**config.mk**
```make
export PLATFORM = sky130hd
export DESIGN_NAME = code_serializer
export DESIGN_NICKNAME = d
export VERILOG_FILES = /design/src/rtl/code_serializer.sv
export SDC_FILE = /design/constraint.sdc
export NUM_CORES = 1
export LEC_CHECK = 0
export ABC_CLOCK_PERIOD_IN_PS = 2600
export CORE_UTILIZATION = 61
export DETAILED_ROUTE_END_ITERATION = 8
export PLACE_DENSITY = 0.89
export SYNTH_ARGS = -nofsm -noshare
export SYNTH_HDL_FRONTEND = slang
export SYNTH_SLANG_ARGS = --single-unit
```
**constraint.sdc**
```tcl
create_clock -name clk -period 2.6 [get_ports clk]
set_input_delay 0.52 -clock clk [delete_from_list [all_inputs] [get_ports clk]]
set_output_delay 0.52 -clock clk [all_outputs]
set_load 0.01 [all_outputs]
```
**src/rtl/code_serializer.sv**
```systemverilog
// Buffers parallel code words in a small FIFO and shifts each one MSB-first onto a
// sequence detector's serial input, returning the detector's verdict per word.
module code_serializer #(
    parameter int   CODE_W   = 11,
    parameter int   DEPTH    = 4,
    parameter int   GAP_CYC  = 2,
    parameter logic IDLE_BIT = 1'b0,
    parameter int   CNT_W    = 8
) (
    input  logic              clk,
    input  logic              rst,
    input  logic              code_valid,
    output logic              code_ready,
    input  logic [CODE_W-1:0] code_data,
    output logic              ser_bit,
    output logic              ser_active,
    input  logic              det_out,
    output logic              res_valid,
    input  logic              res_ready,
    output logic              res_match,
    output logic [CNT_W-1:0]  word_cnt,
    output logic [CNT_W-1:0]  match_cnt
);
    // Handshakes: a transfer happens on a rising edge where valid && ready; valid holds
    // its payload stable until then, and ready never depends on valid.
    localparam int AW = $clog2(DEPTH);
    localparam int BW = $clog2(CODE_W);
    localparam logic [BW-1:0] BIT_LAST = BW'(CODE_W - 1);
    localparam int GAP_LAST_I = (GAP_CYC > 0) ? GAP_CYC - 1 : 0;
    localparam logic [3:0] GAP_LAST = 4'(GAP_LAST_I);

    typedef enum logic [1:0] {
        IDLE  = 2'd0,
        SHIFT = 2'd1,
        GAP   = 2'd2
    } state_t;

    state_t state_q, state_d;

    logic [CODE_W-1:0] mem [DEPTH];
    logic [AW:0]       wr_ptr, rd_ptr;
    logic              empty, full, push, pop;

    logic [CODE_W-1:0] shreg;
    logic [BW-1:0]     bit_idx;
    logic [3:0]        gap_cnt;
    logic              last_bit;

    // Extra wrap bit distinguishes full from empty when the index bits match.
    assign empty      = (wr_ptr == rd_ptr);
    assign full       = (wr_ptr[AW] != rd_ptr[AW]) && (wr_ptr[AW-1:0] == rd_ptr[AW-1:0]);
    assign code_ready = !full;
    assign push       = code_valid && !full;

    assign last_bit   = (state_q == SHIFT) && (bit_idx == BIT_LAST);
    assign ser_active = (state_q == SHIFT);
    assign ser_bit    = (state_q == SHIFT) ? shreg[CODE_W-1] : IDLE_BIT;

    always_comb begin
        state_d = state_q;
        pop     = 1'b0;
        case (state_q)
            IDLE: begin
                // A pending result blocks new words unless it is consumed on this edge.
                if (!empty && (!res_valid || res_ready)) begin
                    pop     = 1'b1;
                    state_d = SHIFT;
                end
            end
            SHIFT: begin
                if (last_bit) state_d = (GAP_CYC > 0) ? GAP : IDLE;
            end
            GAP: begin
                if (gap_cnt == GAP_LAST) state_d = IDLE;
            end
            default: state_d = IDLE;
        endcase
    end

    always_ff @(posedge clk or posedge rst) begin
        if (rst) state_q <= IDLE;
        else     state_q <= state_d;
    end

    always_ff @(posedge clk) begin
        if (push) mem[wr_ptr[AW-1:0]] <= code_data;
    end

    always_ff @(posedge clk or posedge rst) begin
        if (rst) begin
            wr_ptr    <= '0;
            rd_ptr    <= '0;
            shreg     <= '0;
            bit_idx   <= '0;
            gap_cnt   <= '0;
            res_valid <= 1'b0;
            res_match <= 1'b0;
            word_cnt  <= '0;
            match_cnt <= '0;
        end else begin
            if (push) wr_ptr <= wr_ptr + 1'b1;

            if (pop) begin
                rd_ptr  <= rd_ptr + 1'b1;
                shreg   <= mem[rd_ptr[AW-1:0]];
                bit_idx <= '0;
            end else if (state_q == SHIFT) begin
                shreg   <= {shreg[CODE_W-2:0], 1'b0};
                bit_idx <= bit_idx + 1'b1;
            end

            if (last_bit)             gap_cnt <= '0;
            else if (state_q == GAP)  gap_cnt <= gap_cnt + 1'b1;

            // det_out is combinational from ser_bit, so it is sampled while the last bit is out.
            if (last_bit) begin
                res_valid <= 1'b1;
                res_match <= det_out;
                if (word_cnt != '1)             word_cnt  <= word_cnt + 1'b1;
                if (det_out && match_cnt != '1) match_cnt <= match_cnt + 1'b1;
            end else if (res_valid && res_ready) begin
                res_valid <= 1'b0;
            end
        end
    end
endmodule

```
# Word-level counts from Yosys, hierarchy flattened
# Memories as Yosys holds them, arrays and structs flattened.
# Cells that the tools add are included.
# word_totals
ff_bits	45
ramBits	44
in_bits	16
out_inout_bits	21
elab_cells	63
mem_count	1
# memory_table
name	words	width	rd	rd_ports_with_merged_regs	write_ports	line_no	source
mem	4	11	1	0	1	40	logic [CODE_W-1:0] mem [DEPTH];
# classes
add_sub_neg	6
n_eq_ne	12
mux	17
reduce_logical	17
# op_table
cell	count
$mux 11	2
$add 8x1->8 const B	2
$mux 4	4
$ne 8x8->1 const B	2
$add 4x1->4 const B	2
$mux 1	7
$add 3x1->3 const B	2
$logic_and 1x1->1	6
$mux 2	3
$pmux 2 s3	1
$reduce_bool 2->1	3
$eq 4x1->1 const B	1
$eq 4x4->1 const B	1
$ne 2x2->1 const B	2
$reduce_and 2->1	2
$eq 3x3->1	1
$logic_not 1->1	3
$reduce_and 3->1	1
$eq 2x1->1 const B	1
$eq 2x2->1	1
$eq 2x2->1 const B	1
$logic_not 2->1	1
$ne 2x1->1 const B	1
$logic_or 1x1->1	1
$ne 1x1->1	1

# Longest topological paths before layout
# logic_depth
depth_word	6
depth_mapped	6
mapped_depth_nobuf	6

# Worst setup path before layout
# No wires, ideal clock.
# synth_timing
path_kind	reg-to-output
from	register state_q[1]
to	output ser_bit
t_arrival_ns	1.344
setup_slack_ns	0.736
path_stages_with_launch	6
path_buffers	2
cell_sequence	dfrtp_1 > nand2b_1 > clkbuf_1 > inv_2 > clkbuf_1 > and2_1
# synth_via
elab_chain_len	2
# synth_rtl
item	line_no	source
from (decl)	38	state_t state_q, state_d;
from (signal assigned)	82	else state_q <= state_d;
$eq 2x1->1	--	
net ser_active	16	output logic ser_active,
$mux 1	57	assign ser_bit = (state_q == SHIFT) ? shreg[CODE_W-1] : IDLE_BIT;
to (decl)	15	output logic ser_bit,
# The timed path passes the listed nets, and every way through them passes these cells.

# Worst setup path after layout
# layout_timing
from	register state_q[1]
to	output ser_bit
# layout_via
elab_chain_len	2
# layout_rtl
item	line_no
$eq 2x1->1	57
$mux 1	57
# No other way between the ends.

==> metrics.yaml <==
route:
  remaining_drc_errors: 0
  antenna_left: 0
  routedWlPerCell_um: 16.8
  drt-initial-drc-count: 195
  vias_per_cell: 5.76
  drt_pass1_iterations: 5
  wirelength_mm: 6.47
  vias: 2217
sta:
  tightest_slew_ps: 580
  timing.final.crit_share_pct: 94.1
  max_freq_ghz: 0.409
  skew_ps: 9.18
  setup_violations: 0
  max-slew-margin-rel_pct: 61.3
  hold_violations: 0
  drv_slew: 0
  finalCriticalPeriod_ps: 2450
  grt_setup_unrepaired: "false"
  tns_ps: 0
synth:
  avgSynthCellArea_um2: 14.7
  synth_area_um2: 3800
  syn_nets: 286
  syn_inst: 259
  synth_cell_types: 36
  yosysSeqAreaShare_pct: 64.5
  yosysWarnings: 0
  synth-edff-count: 44
  synth_flop_cell: "dfrtp_1"
  ys_async_sr_fraction_pct: 50.6
  ys_ff_latch: 89
layout:
  final_util_pct: 74.6
  n_antenna_cell: 0
  layout_common_cells: "44 x dfrtp_1, 44 x edfxtp_1, 36 x clkdlybuf4s50_1"
  syn2layout_area_growth_pct: 17.0
  drive_gt1_share_pct: 13.9
  nNetsFinal: 332
worst_hold_path:
  hold_class: "reg -> reg"
worst_setup_path:
  worstPathRequired_ps: 2080
  cp_max_fo: 17
  r2r_setup_slack_ps: 620
  crit_start: "state_q[1]$_DFFE_PP0P_"
  r2r-end: "shreg[6]$_DFFE_PP0P_"
  critPathCaptureType: "primary output"
  cp-endpoint: "ser_bit"
  timing.rr.start: "rd_ptr[1]$_DFFE_PP0P_"
  start_kind: "flop"
  critPathArrivalTime_ps: 1930
  critPathKind: "reg -> out"
  reg2reg_depth: 4
power:
  ir_drop_uv: 624
  power_density_nw_per_um2: 1030
  total_leakage_power_nw: 1.75
  power.total_mw: 4.58
clocking:
  clk_latency_ps: 370
  cts_hold_buf: 0
  clk_pin_slew_ps: 100
  ctsHtreeMaxLevel: 3
  cts_buffer_depth: 2
  clkSinkCount: 89
  cts_resized: 0
  root_buffer: "clkbuf_8"
  cts_tree: "built"
  cts_setup_buffers: 0
  cts_buffers: 9
floorplanning:
  pin_count: 37
  die_y_um: 80.9
  die_w_um: 80.9
  core_area_um2: 5960
  initial_core_util_pct: 63.7
  rows: 28
  dieArea_um2: 6540
grt:
  grt_use_total_pct: 22.5
  antenna_found_initial: 0
  grt_pass1_vias: 2250
  grt_max_degree: 46
  overflow: 0
  grt_pass1_wl_mm: 10.6
place:
  port_buffers: 36
  routabilityCongestion: 0.735
  dp.final_hpwl_mm: 4.35
run_status:
  status: "complete, no violations"
job:
  cap_violations: 0
## Yosys cell counts, drive strengths merged (2+ instances only)
library cell  count  area share [%]
dfrtp            45              30
edfxtp           44              35
nand3            15             2.0
nand2            12             1.2
nor2b            12             2.0
ha               11             3.6
inv              11             1.1
mux4             11             6.6
a221o            10             2.6
o21ai            10             1.3
xnor2            10             2.3
xor2              8             1.8
and2              7             1.2
mux2              7             2.1
nand4             6            0.99
nor3              6            0.79
nor2              5            0.49
and3              4            0.66
nand2b            4            0.66
buf               3            0.56
clkbuf            3            0.30
and4              2            0.46
mux2i             2            0.53
nand3b            2            0.40
o21a              2            0.40
## worst max-delay path, cell delays in order, from the launching register on
cell,delay (ps)
dfrtp_1,430
nand2b_1,190
inv_2,250
and2_1,170
clkdlybuf4s50_1,520
## cell type report
cell class	count	area, um^2
clock buffer	9	124
clock inverter	7	61.3
fill	382	1510
inverter	11	41.3
multi-input combinational	153	1270
sequential	89	2450
tap	75	93.8
timing repair buffer	41	398
## kinds of logic after synthesis
| kind of cell | share of synthesized area, % |
|---|---|
| multiplexers | 9.23 |
| adder cells (fa/ha/maj) | 3.63 |
| flip-flops | 64.5 |
| XOR/XNOR | 4.15 |
| AO/OA/AOI/OAI | 5.17 |
| AND/OR/NAND/NOR | 11.4 |
| buffers and inverters | 1.94 |
## power breakdown
part | switching, mW | internal (mW) | total, mW
sequential | 0.293 | 1.90 | 2.19
combinational | 0.689 | 0.795 | 1.48
clock | 0.541 | 0.366 | 0.906
total | 1.52 | 3.06 | 4.58
## stage by stage
stage,worst slack (ps),std cells,instance area [um^2],hold WS [ps]
after floorplan,736,259,3800,469
after global placement,425,369,4260,467
after detailed placement,352,369,4260,493
after CTS,51.6,385,4440,514
after global routing,53.9,385,4440,523
final,155,385,4440,502
## state kept, by name (all words and copies together) (netlist names), 2 cells and up
signal,cells
gap_cnt,4
wr_ptr,3
word_cnt,8
bit_idx,4
rd_ptr,3
shreg,11
state_q,2
mem,44
match_cnt,8
## worst min-delay path by stage
stage / startpoint / end / slack [ps] / cells after the start
global placement: res_match$_DFFE_PP0P_ / res_match$_DFFE_PP0P_ / 470 / 2
global route: res_match$_DFFE_PP0P_ / res_match$_DFFE_PP0P_ / 520 / 2
detailed placement: res_match$_DFFE_PP0P_ / res_match$_DFFE_PP0P_ / 490 / 2
CTS: res_match$_DFFE_PP0P_ / res_match$_DFFE_PP0P_ / 510 / 2
finish: res_match$_DFFE_PP0P_ / res_match$_DFFE_PP0P_ / 500 / 2
floorplan: shreg[0]$_DFFE_PP0P_ / shreg[0]$_DFFE_PP0P_ / 470 / 2
## metal layers
layer | vias up | wire length [um] | global-route usage [%]
li1 | 1056 | - | -
met1 | 1109 | 2910 | 27.6
met2 | 44 | 3260 | 38.2
met3 | 8 | 234 | 6.40
met4 | 0 | 66 | 7.68
met5 | - | 0 | 0
No activity file was read; power rests on OpenSTA's default activity.
